`src/rtl/tone_synth.sv`:
```
// Turns a note frequency into a 50% square wave; half-period = CLK_HZ/(2*f) via a CNT_W-cycle divider.
// Latency: half_period updates CNT_W edges after a change is sampled; no backpressure, latest value wins.
module tone_synth #(
   parameter int CLK_HZ   = 50_000_000,
   parameter int CNT_W    = 26,
   parameter int FREQ_W   = 11,
   parameter int MIN_FREQ = 20
) (
   input  logic              CP,
   input  logic              CR,
   input  logic [FREQ_W-1:0] frequency,
   input  logic              en,
   output logic              buzzer,
   output logic              note_on,
   output logic              busy,
   output logic [CNT_W-1:0]  half_period
);

   localparam logic [CNT_W-1:0]  DIVIDEND = CNT_W'(CLK_HZ / 2);
   localparam logic [FREQ_W-1:0] MIN_F    = FREQ_W'(MIN_FREQ);
   localparam int                BIT_W    = $clog2(CNT_W);
   localparam logic [BIT_W-1:0]  LAST_BIT = BIT_W'(CNT_W - 1);

   typedef enum logic {S_IDLE, S_DIV} state_t;

   state_t             state_q, state_d;
   logic [FREQ_W-1:0]  freq_q, freq_d;
   logic [CNT_W-1:0]   rem_q, rem_d;
   logic [CNT_W-1:0]   quo_q, quo_d;
   logic [CNT_W-1:0]   dvsr_q, dvsr_d;
   logic [BIT_W-1:0]   bit_q, bit_d;
   logic [CNT_W-1:0]   half_q, half_d;
   logic [CNT_W-1:0]   cnt_q, cnt_d;
   logic               buzz_q, buzz_d;
   logic               note_q, note_d;

   logic [CNT_W:0]     trial;
   logic               fits;
   logic [CNT_W-1:0]   step_rem;
   logic [CNT_W-1:0]   step_quo;

   always_ff @(posedge CP or posedge CR) begin
      if (CR) begin
         state_q <= S_IDLE;
         freq_q  <= '0;
         rem_q   <= '0;
         quo_q   <= '0;
         dvsr_q  <= '0;
         bit_q   <= '0;
         half_q  <= '0;
         cnt_q   <= '0;
         buzz_q  <= 1'b0;
         note_q  <= 1'b0;
      end else begin
         state_q <= state_d;
         freq_q  <= freq_d;
         rem_q   <= rem_d;
         quo_q   <= quo_d;
         dvsr_q  <= dvsr_d;
         bit_q   <= bit_d;
         half_q  <= half_d;
         cnt_q   <= cnt_d;
         buzz_q  <= buzz_d;
         note_q  <= note_d;
      end
   end

   always_comb begin
      // Restoring step: quo_q shifts the dividend out MSB-first while quotient bits shift in.
      trial    = {rem_q, quo_q[CNT_W-1]};
      fits     = trial >= {1'b0, dvsr_q};
      step_rem = fits ? (trial[CNT_W-1:0] - dvsr_q) : trial[CNT_W-1:0];
      step_quo = {quo_q[CNT_W-2:0], fits};

      state_d = state_q;
      freq_d  = freq_q;
      rem_d   = rem_q;
      quo_d   = quo_q;
      dvsr_d  = dvsr_q;
      bit_d   = bit_q;
      half_d  = half_q;
      cnt_d   = cnt_q;
      buzz_d  = buzz_q;
      note_d  = note_q;

      if (note_q) begin
         if (cnt_q == half_q - CNT_W'(1)) begin
            cnt_d  = '0;
            buzz_d = ~buzz_q;
         end else begin
            cnt_d = cnt_q + CNT_W'(1);
         end
      end

      if (!en) begin
         state_d = S_IDLE;
         freq_d  = '0;
         cnt_d   = '0;
         buzz_d  = 1'b0;
         note_d  = 1'b0;
      end else if (frequency != freq_q) begin
         freq_d = frequency;
         if (frequency >= MIN_F) begin
            state_d = S_DIV;
            rem_d   = '0;
            quo_d   = DIVIDEND;
            dvsr_d  = CNT_W'(frequency);
            bit_d   = '0;
         end else begin
            state_d = S_IDLE;
            half_d  = '0;
            cnt_d   = '0;
            buzz_d  = 1'b0;
            note_d  = 1'b0;
         end
      end else if (state_q == S_DIV) begin
         rem_d = step_rem;
         quo_d = step_quo;
         bit_d = bit_q + BIT_W'(1);
         if (bit_q == LAST_BIT) begin
            // Buzzer level is kept across the reload so the new tone starts without a runt pulse.
            state_d = S_IDLE;
            half_d  = step_quo;
            cnt_d   = '0;
            buzz_d  = buzz_q;
            note_d  = 1'b1;
         end
      end
   end

   assign buzzer      = buzz_q;
   assign note_on     = note_q;
   assign busy        = (state_q == S_DIV);
   assign half_period = half_q;

endmodule

```
`config.mk`:
```
export PLATFORM = sky130hd
export DESIGN_NAME = tone_synth
export DESIGN_NICKNAME = d
export VERILOG_FILES = /design/src/rtl/tone_synth.sv
export SDC_FILE = /design/constraint.sdc
export NUM_CORES = 1
export LEC_CHECK = 0
export ABC_CLOCK_PERIOD_IN_PS = 5250
export CAP_MARGIN = 20
export CORE_MARGIN = 2
export CORE_UTILIZATION = 50
export CTS_CLUSTER_SIZE = 30
export DETAILED_ROUTE_END_ITERATION = 16
export PLACE_DENSITY = 0.69
export REMOVE_ABC_BUFFERS = 1
export SLEW_MARGIN = 20
export SYNTH_ARGS = -nofsm -noshare
export SYNTH_HDL_FRONTEND = slang
export SYNTH_SLANG_ARGS = --single-unit
export TNS_END_PERCENT = 10
```
`constraint.sdc`:
```
create_clock -name CP -period 5.25 [get_ports CP]
set_clock_uncertainty 0.1 [all_clocks]
set_input_delay 0.7875 -clock CP [delete_from_list [all_inputs] [get_ports CP]]
set_output_delay 0.7875 -clock CP [all_outputs]
set_load 0.005 [all_outputs]
```
==> results by stage <==
Timing:
- The relative max-transition margin is 0.360.
- Setup repair after global routing left no endpoint under its margin.
- Summed over all failing endpoints, the final setup total negative slack is 0 ns.
- The final hold violation count came to 0.
- Based on the critical path, the design can be clocked at up to 256 MHz.
- The hold slack is 0.380 ns.
- The number of pins with negative max-slew slack in the final report is 0.
- Setup violations remaining at the end of the flow were counted as 0.
- Counting I/O delays and the setup requirement, the final critical path takes 3.91 ns.
- For the pin with the worst max-slew slack, the measured transition is 0.952 ns.
- The part of the cycle the worst path needs is 0.745.

Routing:
- The overall via count from detail_route is 5,798.
- For this run, design rule violations remaining after detail routing come to 0.
- The via density per instance is 5.68.
- The average wire per cell in the routed design is 16.0 um.
- The first TritonRoute pass finished after 5 iterations.
- The total wire length is 16.4 mm.
- The number of design-rule violations left by the first detailed-router iteration is 317.
- The remaining number of nets flagged by the antenna check after routing is 0.

Global routing:
- The number of global-route vias before repair is 5,778.
- The met2 demand-to-capacity share in global routing is 0.381.
- Summed over all layers, the global routing overflow is 0.
- The number of antenna violations at the first check in global routing was 0.
- The pin count of the biggest net entering global routing is 74.
- The fraction of met1 tracks used by global routing is 0.269.
- The routing layer with the top usage in global route is met2.
- For met3 alone, demand over resource in global routing was 0.0535.
- In the global route stage, overall resource usage came out at 0.218.
- The first global-routing pass estimated 27.9 mm of wire.

Die:
- The count of standard-cell rows is 44.
- The placeable core region is 14,500 um2.
- The die covers 15,800 um2.
- From left edge to right edge, the die measures 126 um.
- The effective utilization at floorplan is 0.511.
- 43 I/O pins were placed.
- The die is 126 um tall.

Synth:
- The Yosys step of the flow raised 0 warnings.
- In the post-synthesis netlist, the biggest area contributors are dfrtp_1 (45%), xnor2_1 (7.9%), nand2_1 (5.9%), o21ai_0 (4.9%), and2_1 (3.4%).
- The number of synthesized flops with an enable pin is 0.
- The mapped netlist covers 7390 um2.
- The count of state elements after synthesis is 134.
- For this run, asynchronously set or reset flops after synthesis account for 1.00.
- The number of unique standard cell types used by synthesis is 61.
- The primary flip-flop cell chosen by synthesis mapping is dfrtp_1.
- For this run, the register share of the synthesized area comes to 0.453.
- The synthesized area per cell is 9.28 um2.
- Summed over all instances, the cell type with the most area after synthesis is dfrtp_1.
- The count of mapped cells out of synthesis is 797.
- Of the post-synthesis cell area, the dominant cell type holds 0.453.

Power and ir drop:
- The worst voltage drop across the vdd grid is 230 uV.
- The analysis attributes to cell leakage a power of 3.58 nW.
- In this run the power density over the cells is 273 nW/um2.

Critical path:
- The highest net fanout along the worst path is 26.
- The cell at the slowest stage of the critical path is a211oi_4.
- The number of cell instances on the worst register-to-register path is 10.
- The signal on the critical path passes through inv_1 > ha_1 > or4b_1 > or4_4 > or3_1 > and3_1 > o211a_1 > and4_4 > a211oi_4 > and2_1.
- The worst setup path is launched from a flip-flop.
- The kind of end point of the critical path is a flip-flop.
- The kind of cell adding the most delay to the critical path is simple AND/OR/NAND/NOR gates.
- Counting both buffers and inverters, the worst setup path holds a total of 1.
- The critical path crosses 10 cells after its start point.
- STA puts the critical path data arrival time at 4.16 ns.
- For this run, the slowest stage of the critical path takes 0.72 ns.
- The data required time at the worst endpoint is 5.50 ns.
- The kind of critical path is reg2reg.

Finish:
- The growth of design area from synthesis to finish is 15.3%.
- 0 antenna diodes ended up in the layout.
- After the last flow step, the layout net total stands at 854.
- Counting the fill cells in the layout gives 1,213.
- Registers take 3350 um2.
- Of the cells placed in the final design, the portion with a size suffix greater than 1 is 0.0800.
- The multi-input combinational cells in the finished layout cover a total of 3780 um2.

Run status:
- The run finished with clean final reports.

Clock tree:
- Post-CTS repair changed the size of 0 cells.
- The total clock buffers created by CTS is 17.
- The clock insertion delay at the later pin of the skew report is 0.42 ns.
- The H-tree level count is 4.
- The number of buffers inserted for hold repair after clock tree synthesis is 0.
- The root buffer selected by CTS is clkbuf_16.
- The TritonCTS clock tree is built.
- Clock-pin slew was measured on the worst setup and hold paths at 0.06 ns.
- The buffer count from post-CTS setup fixing is 0.
- No sink is reached through more buffers than the 2 on the longest clock path.
- The sink count of the clock tree is 134.

Run:
- Max-cap violations in this run came to 0.

Placement:
- The half-perimeter wire length after detailed placement is 11.8 mm.
- At the end of routability-driven placement, the weighted congestion stood at 0.889.
- The number of I/O port buffers is 42.

Worst hold path:
- The worst hold path stage count is 2.
- In this run the worst hold path is classified as reg2reg.
[placed cells by master, fill, tap and decap left out, drive strengths merged, types with 25 or more instances in the layout]
master,instances
nand2,116
xnor2,67
clkdlybuf4s50,42
o21ai,75
nor2,34
and2,41
nor3,29
inv,33
xor2,25
dfrtp,134
[through the flow]
stage	std cells	utilization	worst slack [ns]	total power, mW	instance area, um2
finish	1021	0.589	1.34	2.32	8520
global route	1021	0.589	1.10	2.41	8520
CTS	1021	0.589	1.34	2.35	8520
detailed placement	989	0.549	1.36	1.20	7950
global placement	989	0.549	1.49	1.20	7950
floorplan	755	-	0.281	1.16	7220
[metal layers]
layer / wire, um / up-vias
met1: 7220 / 2832
met3: 575 / 19
met5: 0 / -
met2: 8370 / 118
met4: 200 / 0
li1: - / 2829
[worst min-delay path, stage by stage, from the launching register on]
cell     delay [ns]
dfrtp_1        0.34
nand2_1        0.05
o21ai_0        0.06
[logic make-up (layout without fill, tap and decap cells)]
family,count (synthesis),after routing,synth area share
flops,134,134,0.453
mux,21,21,0.0308
xor+xnor,92,92,0.109
compound gates,145,145,0.124
simple gates,320,320,0.217
fa+ha+maj,16,16,0.0281
buf+inv,69,109,0.0376
[cell type report]
cell class / instances / share of cell area
repair buffers: 50 / 0.0564
multi-input cells: 594 / 0.443
well taps: 184 / 0.0270
clock inverters: 14 / 0.0163
inverters: 27 / 0.0122
flip-flops and latches: 134 / 0.393
clock buffers: 18 / 0.0515
[registers in the layout (all words and copies together), names as in the netlist]
register,count
note_on,1
half_period,26
dvsr_q,11
busy,1
freq_q,11
cnt_q,26
quo_q,26
buzzer,1
rem_q,26
bit_q,5
[where the power goes]
| part | internal [mW] | switching (mW) |
|---|---|---|
| clock network | 0.673 | 0.469 |
| logic | 0.0500 | 0.0757 |
| registers | 1.05 | 0.00836 |
| total | 1.77 | 0.553 |
[worst paths after layout]
kind                                             from  slack (ns)                    to
max                        half_period[0]$_DFFE_PP0P_        1.34    cnt_q[4]$_DFF_PP0_
max reg2reg                half_period[0]$_DFFE_PP0P_        1.34    cnt_q[4]$_DFF_PP0_
min in group asynchronous                          CR        0.82  quo_q[7]$_DFFE_PP0P_
min reg2reg                      quo_q[9]$_DFFE_PP0P_        0.38  quo_q[9]$_DFFE_PP0P_
min                              quo_q[9]$_DFFE_PP0P_        0.38  quo_q[9]$_DFFE_PP0P_
max in group asynchronous                          CR        3.25   cnt_q[19]$_DFF_PP0_
[synthesized netlist by cell type, types with 5 or more instances]
master    instances
nor2b_1           8
nand2_1         116
nor2_1           34
a31oi_1           5
mux2_2           14
nand4_1          15
nand3_1          21
a21oi_1          18
mux2i_1           7
nor4_1           14
o22a_1           12
and2_1           40
clkbuf_1         35
ha_1             15
xnor2_1          67
xor2_1           25
or3_1            13
inv_1            27
nor3_1           29
dfrtp_1         134
and3_1            5
o21ai_0          73
No activity file was read; power rests on OpenSTA's default activity.
